--- src/rtl/operand_fetch.sv ---
// rtl/operand_fetch.sv - operand fetch/issue stage: regfile read, scoreboard hazard stall, writeback bypass
module operand_fetch #(
  parameter bit REG_ZERO = 1'b1
) (
  input  logic        clk,
  input  logic        reset_n,
  input  logic        in_valid,
  output logic        in_ready,
  input  logic [3:0]  in_opcode,
  input  logic [3:0]  in_ra,
  input  logic [3:0]  in_rb,
  input  logic [3:0]  in_rd,
  input  logic [15:0] in_imm,
  input  logic        in_use_imm,
  input  logic        in_wb,
  output logic        out_valid,
  input  logic        out_ready,
  output logic [3:0]  out_opcode,
  output logic [31:0] out_left,
  output logic [31:0] out_right,
  output logic [3:0]  out_rd,
  output logic        out_wb,
  input  logic        wb_en,
  input  logic [3:0]  wb_reg,
  input  logic [31:0] wb_data
);

  logic [31:0] regs [16];
  logic [15:0] pending;
  logic [15:0] clr_mask;
  logic [15:0] set_mask;
  logic [15:0] busy_vec;
  logic [31:0] left_val;
  logic [31:0] rb_val;
  logic [31:0] right_val;
  logic        hazard;
  logic        accept;
  logic        wb_write;

  assign wb_write = wb_en && !(REG_ZERO && (wb_reg == 4'd0));

  always_ff @(posedge clk or negedge reset_n) begin
    if (!reset_n) begin
      for (int i = 0; i < 16; i++) begin
        regs[i] <= '0;
      end
    end else if (wb_write) begin
      regs[wb_reg] <= wb_data;
    end
  end

  // Same-cycle writeback is forwarded so a dependent instruction issues without a bubble.
  always_comb begin
    left_val = regs[in_ra];
    if (REG_ZERO && (in_ra == 4'd0)) begin
      left_val = '0;
    end else if (wb_en && (wb_reg == in_ra)) begin
      left_val = wb_data;
    end
  end

  always_comb begin
    rb_val = regs[in_rb];
    if (REG_ZERO && (in_rb == 4'd0)) begin
      rb_val = '0;
    end else if (wb_en && (wb_reg == in_rb)) begin
      rb_val = wb_data;
    end
  end

  assign right_val = in_use_imm ? {{16{in_imm[15]}}, in_imm} : rb_val;

  assign clr_mask = wb_en ? (16'd1 << wb_reg) : 16'd0;
  assign busy_vec = pending & ~clr_mask;

  assign hazard = busy_vec[in_ra]
                | (!in_use_imm & busy_vec[in_rb])
                | (in_wb & busy_vec[in_rd]);

  assign in_ready = reset_n & !hazard & (!out_valid | out_ready);
  assign accept   = in_valid & in_ready;

  assign set_mask = (accept && in_wb && !(REG_ZERO && (in_rd == 4'd0)))
                  ? (16'd1 << in_rd) : 16'd0;

  // Set is applied after clear so a same-cycle reissue keeps the bit pending.
  always_ff @(posedge clk or negedge reset_n) begin
    if (!reset_n) begin
      pending <= '0;
    end else begin
      pending <= (pending & ~clr_mask) | set_mask;
    end
  end

  always_ff @(posedge clk or negedge reset_n) begin
    if (!reset_n) begin
      out_valid  <= 1'b0;
      out_opcode <= '0;
      out_left   <= '0;
      out_right  <= '0;
      out_rd     <= '0;
      out_wb     <= 1'b0;
    end else if (accept) begin
      out_valid  <= 1'b1;
      out_opcode <= in_opcode;
      out_left   <= left_val;
      out_right  <= right_val;
      out_rd     <= in_rd;
      out_wb     <= in_wb;
    end else if (out_ready) begin
      out_valid  <= 1'b0;
    end
  end

endmodule

--- config.mk ---
export PLATFORM = sky130hd
export DESIGN_NAME = operand_fetch
export DESIGN_NICKNAME = d
export VERILOG_FILES = /design/src/rtl/operand_fetch.sv
export SDC_FILE = /design/constraint.sdc
export NUM_CORES = 1
export LEC_CHECK = 0
export CAP_MARGIN = 20
export CORE_AREA = 2 2 267 269
export CTS_CLUSTER_SIZE = 20
export DETAILED_ROUTE_END_ITERATION = 12
export DIE_AREA = 0 0 269 271
export PLACE_DENSITY = 0.62
export SLEW_MARGIN = 10
export SYNTH_ARGS = -nofsm -noshare
export SYNTH_HDL_FRONTEND = slang
export SYNTH_SLANG_ARGS = --single-unit
--- constraint.sdc ---
create_clock -name clk -period 6.45 [get_ports clk]
set_input_delay 1.29 -clock clk [delete_from_list [all_inputs] [get_ports clk]]
set_output_delay 1.29 -clock clk [all_outputs]
set_load 0.005 [all_outputs]
==> impl_metrics.env <==
export IMPL_yosys_area_share_simple_pct=2.11
export IMPL_fp_row_count=97
export IMPL_slew_headroom_pct=26.1
export IMPL_startpoint_type="input port"
export IMPL_grt_usage_pct=24.8
export IMPL_synthArstFlopShare_pct=100
export IMPL_cts_tree="built"
export IMPL_hold_end="regs[488]$_DFFE_PN0P_"
export IMPL_crit_type="in2out"
export IMPL_grt_pass1_wl_um=134000
export IMPL_hold_viol_final=0
export IMPL_syn_nets=2126
export IMPL_h_tree_depth=3
export IMPL_cts_clk_slew_worst_paths_ns=0.06
export IMPL_synth_xor_area_share_pct=0.224
export IMPL_whs_ns=0.390
export IMPL_irDropWorstVdd_mv=0.156
export IMPL_boundaryPins=150
export IMPL_core_area_um2=69800
export IMPL_rsz0062_at_grt="false"
export IMPL_worstPathArrival_ns=4.64
export IMPL_die_y_um=271
export IMPL_nets=2168
export IMPL_grt_pass1_vias=20377
export IMPL_fillers=5692
export IMPL_regToRegEndpoint="out_left[9]$_DFFE_PN0P_"
export IMPL_overflow=0
export IMPL_place_area_um2=33500
export IMPL_cts_resized=0
export IMPL_leakage_nw=14.6
export IMPL_first_pass_iters=5
export IMPL_fp_dieArea_um2=72900
export IMPL_routed_via_count=19134
export IMPL_status="finished clean"
export IMPL_die_x_um=269
export IMPL_stdcell_area_um2=35800
export IMPL_met2_length_um=41800
export IMPL_tightest_slew_ns=1.11
export IMPL_synth_seq_area_share_pct=48.2
export IMPL_syn_inst=2051
export IMPL_clock_path_buffers=3
export IMPL_power_mw=12.1
export IMPL_drt_iter0_drc=1513
export IMPL_maxCapViolCount=0
export IMPL_postCtsHoldBufs=0
export IMPL_portBuffers=149
export IMPL_antenna_found_initial=2
export IMPL_finalCritPeriodShare_pct=91.9
export IMPL_setup_violations=0
export IMPL_cts_made_buffers=68
export IMPL_synth_cell_types=47
export IMPL_final_util_pct=51.2
export IMPL_drive_gt1_share_pct=48.8
export IMPL_clk_insertion_delay_late_ns=0.60
export IMPL_clock_skew_ns=0.0197
export IMPL_reg2reg_depth=8
export IMPL_place_congestion=0.806
export IMPL_area_growth_synth_to_final_pct=14.3
export IMPL_crit_reg2reg_launch="pending[5]$_DFF_PN0_"
export IMPL_ys_warn_count=0
export IMPL_cts_sinks=602
export IMPL_post_cts_repair_setup_buffers=0
export IMPL_worstPathMaxFanout=8
export IMPL_hold_depth=0
export IMPL_tns_ns=0
export IMPL_detail_route_antenna_nets=0
export IMPL_antenna_cells=0
export IMPL_slew_viol_final=0
export IMPL_critPathCaptureType="output pin"
export IMPL_initial_core_util_pct=44.8
export IMPL_routed_top_layer="met5"
export IMPL_syn_area_um2=31300
export IMPL_hp_start="regs[488]$_DFFE_PN0P_"
export IMPL_drt_total_wl_um=88000
export IMPL_dpl_hpwl_um=49300
export IMPL_rrSetupSlack_ns=3.42
export IMPL_post_route_min_period_ns=5.93
export IMPL_vias_per_cell=6.22
export IMPL_synth_avg_cell_area_um2=15.3
export IMPL_post_route_drc_count=0
export IMPL_clock_root_buffer="clkbuf_16"
export IMPL_min_path_type="reg2reg"
export IMPL_max_freq_mhz=169
export IMPL_yosys_register_bits=602
export IMPL_dr_wl_met3_um=6070
export IMPL_synth_top_family_by_area="multiplexers"
export IMPL_synth_compound_area_share_pct=2.82
export IMPL_required_ns=5.16
export IMPL_synth_edff_count=0
export IMPL_synth_area_mux_share_pct=43.4
export IMPL_power_density_nw_per_um2=338
export IMPL_synthAdderAreaFrac_pct=0
export IMPL_wl_per_cell_um=28.6
export IMPL_grt_max_degree=179
export IMPL_drt_met1_wl_um=37700
export IMPL_synth_ff_type="dfrtp_1"
[Yosys cell counts, types with 2 or more instances]
| cell | n | area [um2] |
|---|---|---|
| a21oi_1 | 53 | 265 |
| a22oi_1 | 15 | 113 |
| and2_1 | 2 | 12.5 |
| and3_1 | 2 | 12.5 |
| buf_1 | 33 | 124 |
| buf_2 | 9 | 45.0 |
| buf_4 | 7 | 52.6 |
| buf_8 | 2 | 30.0 |
| clkbuf_1 | 172 | 646 |
| dfrtp_1 | 602 | 15100 |
| inv_1 | 36 | 135 |
| mux2_1 | 11 | 124 |
| mux2_2 | 545 | 6140 |
| mux2i_1 | 10 | 100 |
| mux4_2 | 320 | 7210 |
| nand2_1 | 77 | 289 |
| nand2b_1 | 9 | 56.3 |
| nand3_1 | 7 | 35.0 |
| nand3b_1 | 3 | 22.5 |
| nand4_1 | 2 | 12.5 |
| nor2_1 | 21 | 78.8 |
| nor3_1 | 6 | 30.0 |
| nor4_1 | 3 | 18.8 |
| o21ai_0 | 52 | 260 |
| o22ai_1 | 3 | 18.8 |
| o311ai_0 | 2 | 17.5 |
| o31ai_1 | 14 | 105 |
| o41ai_1 | 3 | 26.3 |
| or2_1 | 2 | 12.5 |
| or2_2 | 5 | 31.3 |
| xnor2_1 | 2 | 17.5 |
| xor2_1 | 6 | 52.6 |
[worst max-delay path by stage]
stage / start / end / slack, ns / cells past startpoint
global route: wb_en / in_ready / 0.26 / 9
CTS: wb_reg[3] / in_ready / 0.56 / 9
global placement: wb_reg[3] / in_ready / 0.61 / 9
floorplan: wb_reg[3] / in_ready / 2.07 / 9
detailed placement: wb_reg[3] / in_ready / 0.58 / 9
finish: wb_en / in_ready / 0.52 / 9
[layout by cell type, fill, tap and decap left out, types with 14 or more instances in the layout]
cell             Yosys  final
a21oi_1             53     53
clkbuf_1           172     14
clkdlybuf4s50_1      0    140
mux4_2             320    320
clkbuf_16            0     71
nand2_1             77     77
mux2_2             545    545
inv_1               36     36
dfrtp_1            602    602
buf_4                7     45
a22oi_1             15     15
o21ai_0             52     52
o31ai_1             14     14
[report_power, final]
group / switching (mW) / internal [mW]
registers: 0.607 / 4.69
clock network: 1.55 / 2.38
logic: 0.995 / 1.88
[metal layers]
layer  vias up  track usage (%)
met5         -                0
met4         2             7.89
met3       144             4.71
met2       649             38.8
met1     10410             35.2
li1       7929                -
[worst max-delay path, cell delays in order]
cell             delay [ns]
clkdlybuf4s50_1        0.63
nand3b_1               0.45
o21ai_0                0.56
mux2_2                 0.25
o22ai_1                0.08
or3_1                  0.34
a211oi_2               0.25
and3_1                 0.24
clkdlybuf4s50_1        0.54
[final cells by class]
cell class / instances / area, um2 / area share [%]
clock inverter: 19 / 274 / 0.766
timing repair buffer: 195 / 1880 / 5.25
tap: 940 / 1180 / 3.29
clock buffer: 94 / 1950 / 5.46
sequential: 602 / 15100 / 42.1
multi-input combinational: 1190 / 15300 / 42.7
inverter: 36 / 135 / 0.378
[per-stage QoR]
step,instances,setup slack (ns)
detailed placement,2963,0.582
floorplan,2051,2.07
finish,3076,0.523
global placement,2963,0.613
CTS,3076,0.558
global route,3076,0.255
[state kept, by name (all words and copies together), names as in the netlist]
signal / cells
out_left: 32
out_opcode: 4
out_rd: 4
out_right: 32
out_valid: 1
out_wb: 1
pending: 16
regs: 512
[cells by family (layout without fill, tap and decap cells)]
group,count (synthesis),after routing
buf+inv,259,344
compound gates,151,151
mux,886,886
xor+xnor,8,8
flops,602,602
simple gates,145,145
Power figures use the tool's default switching activity.
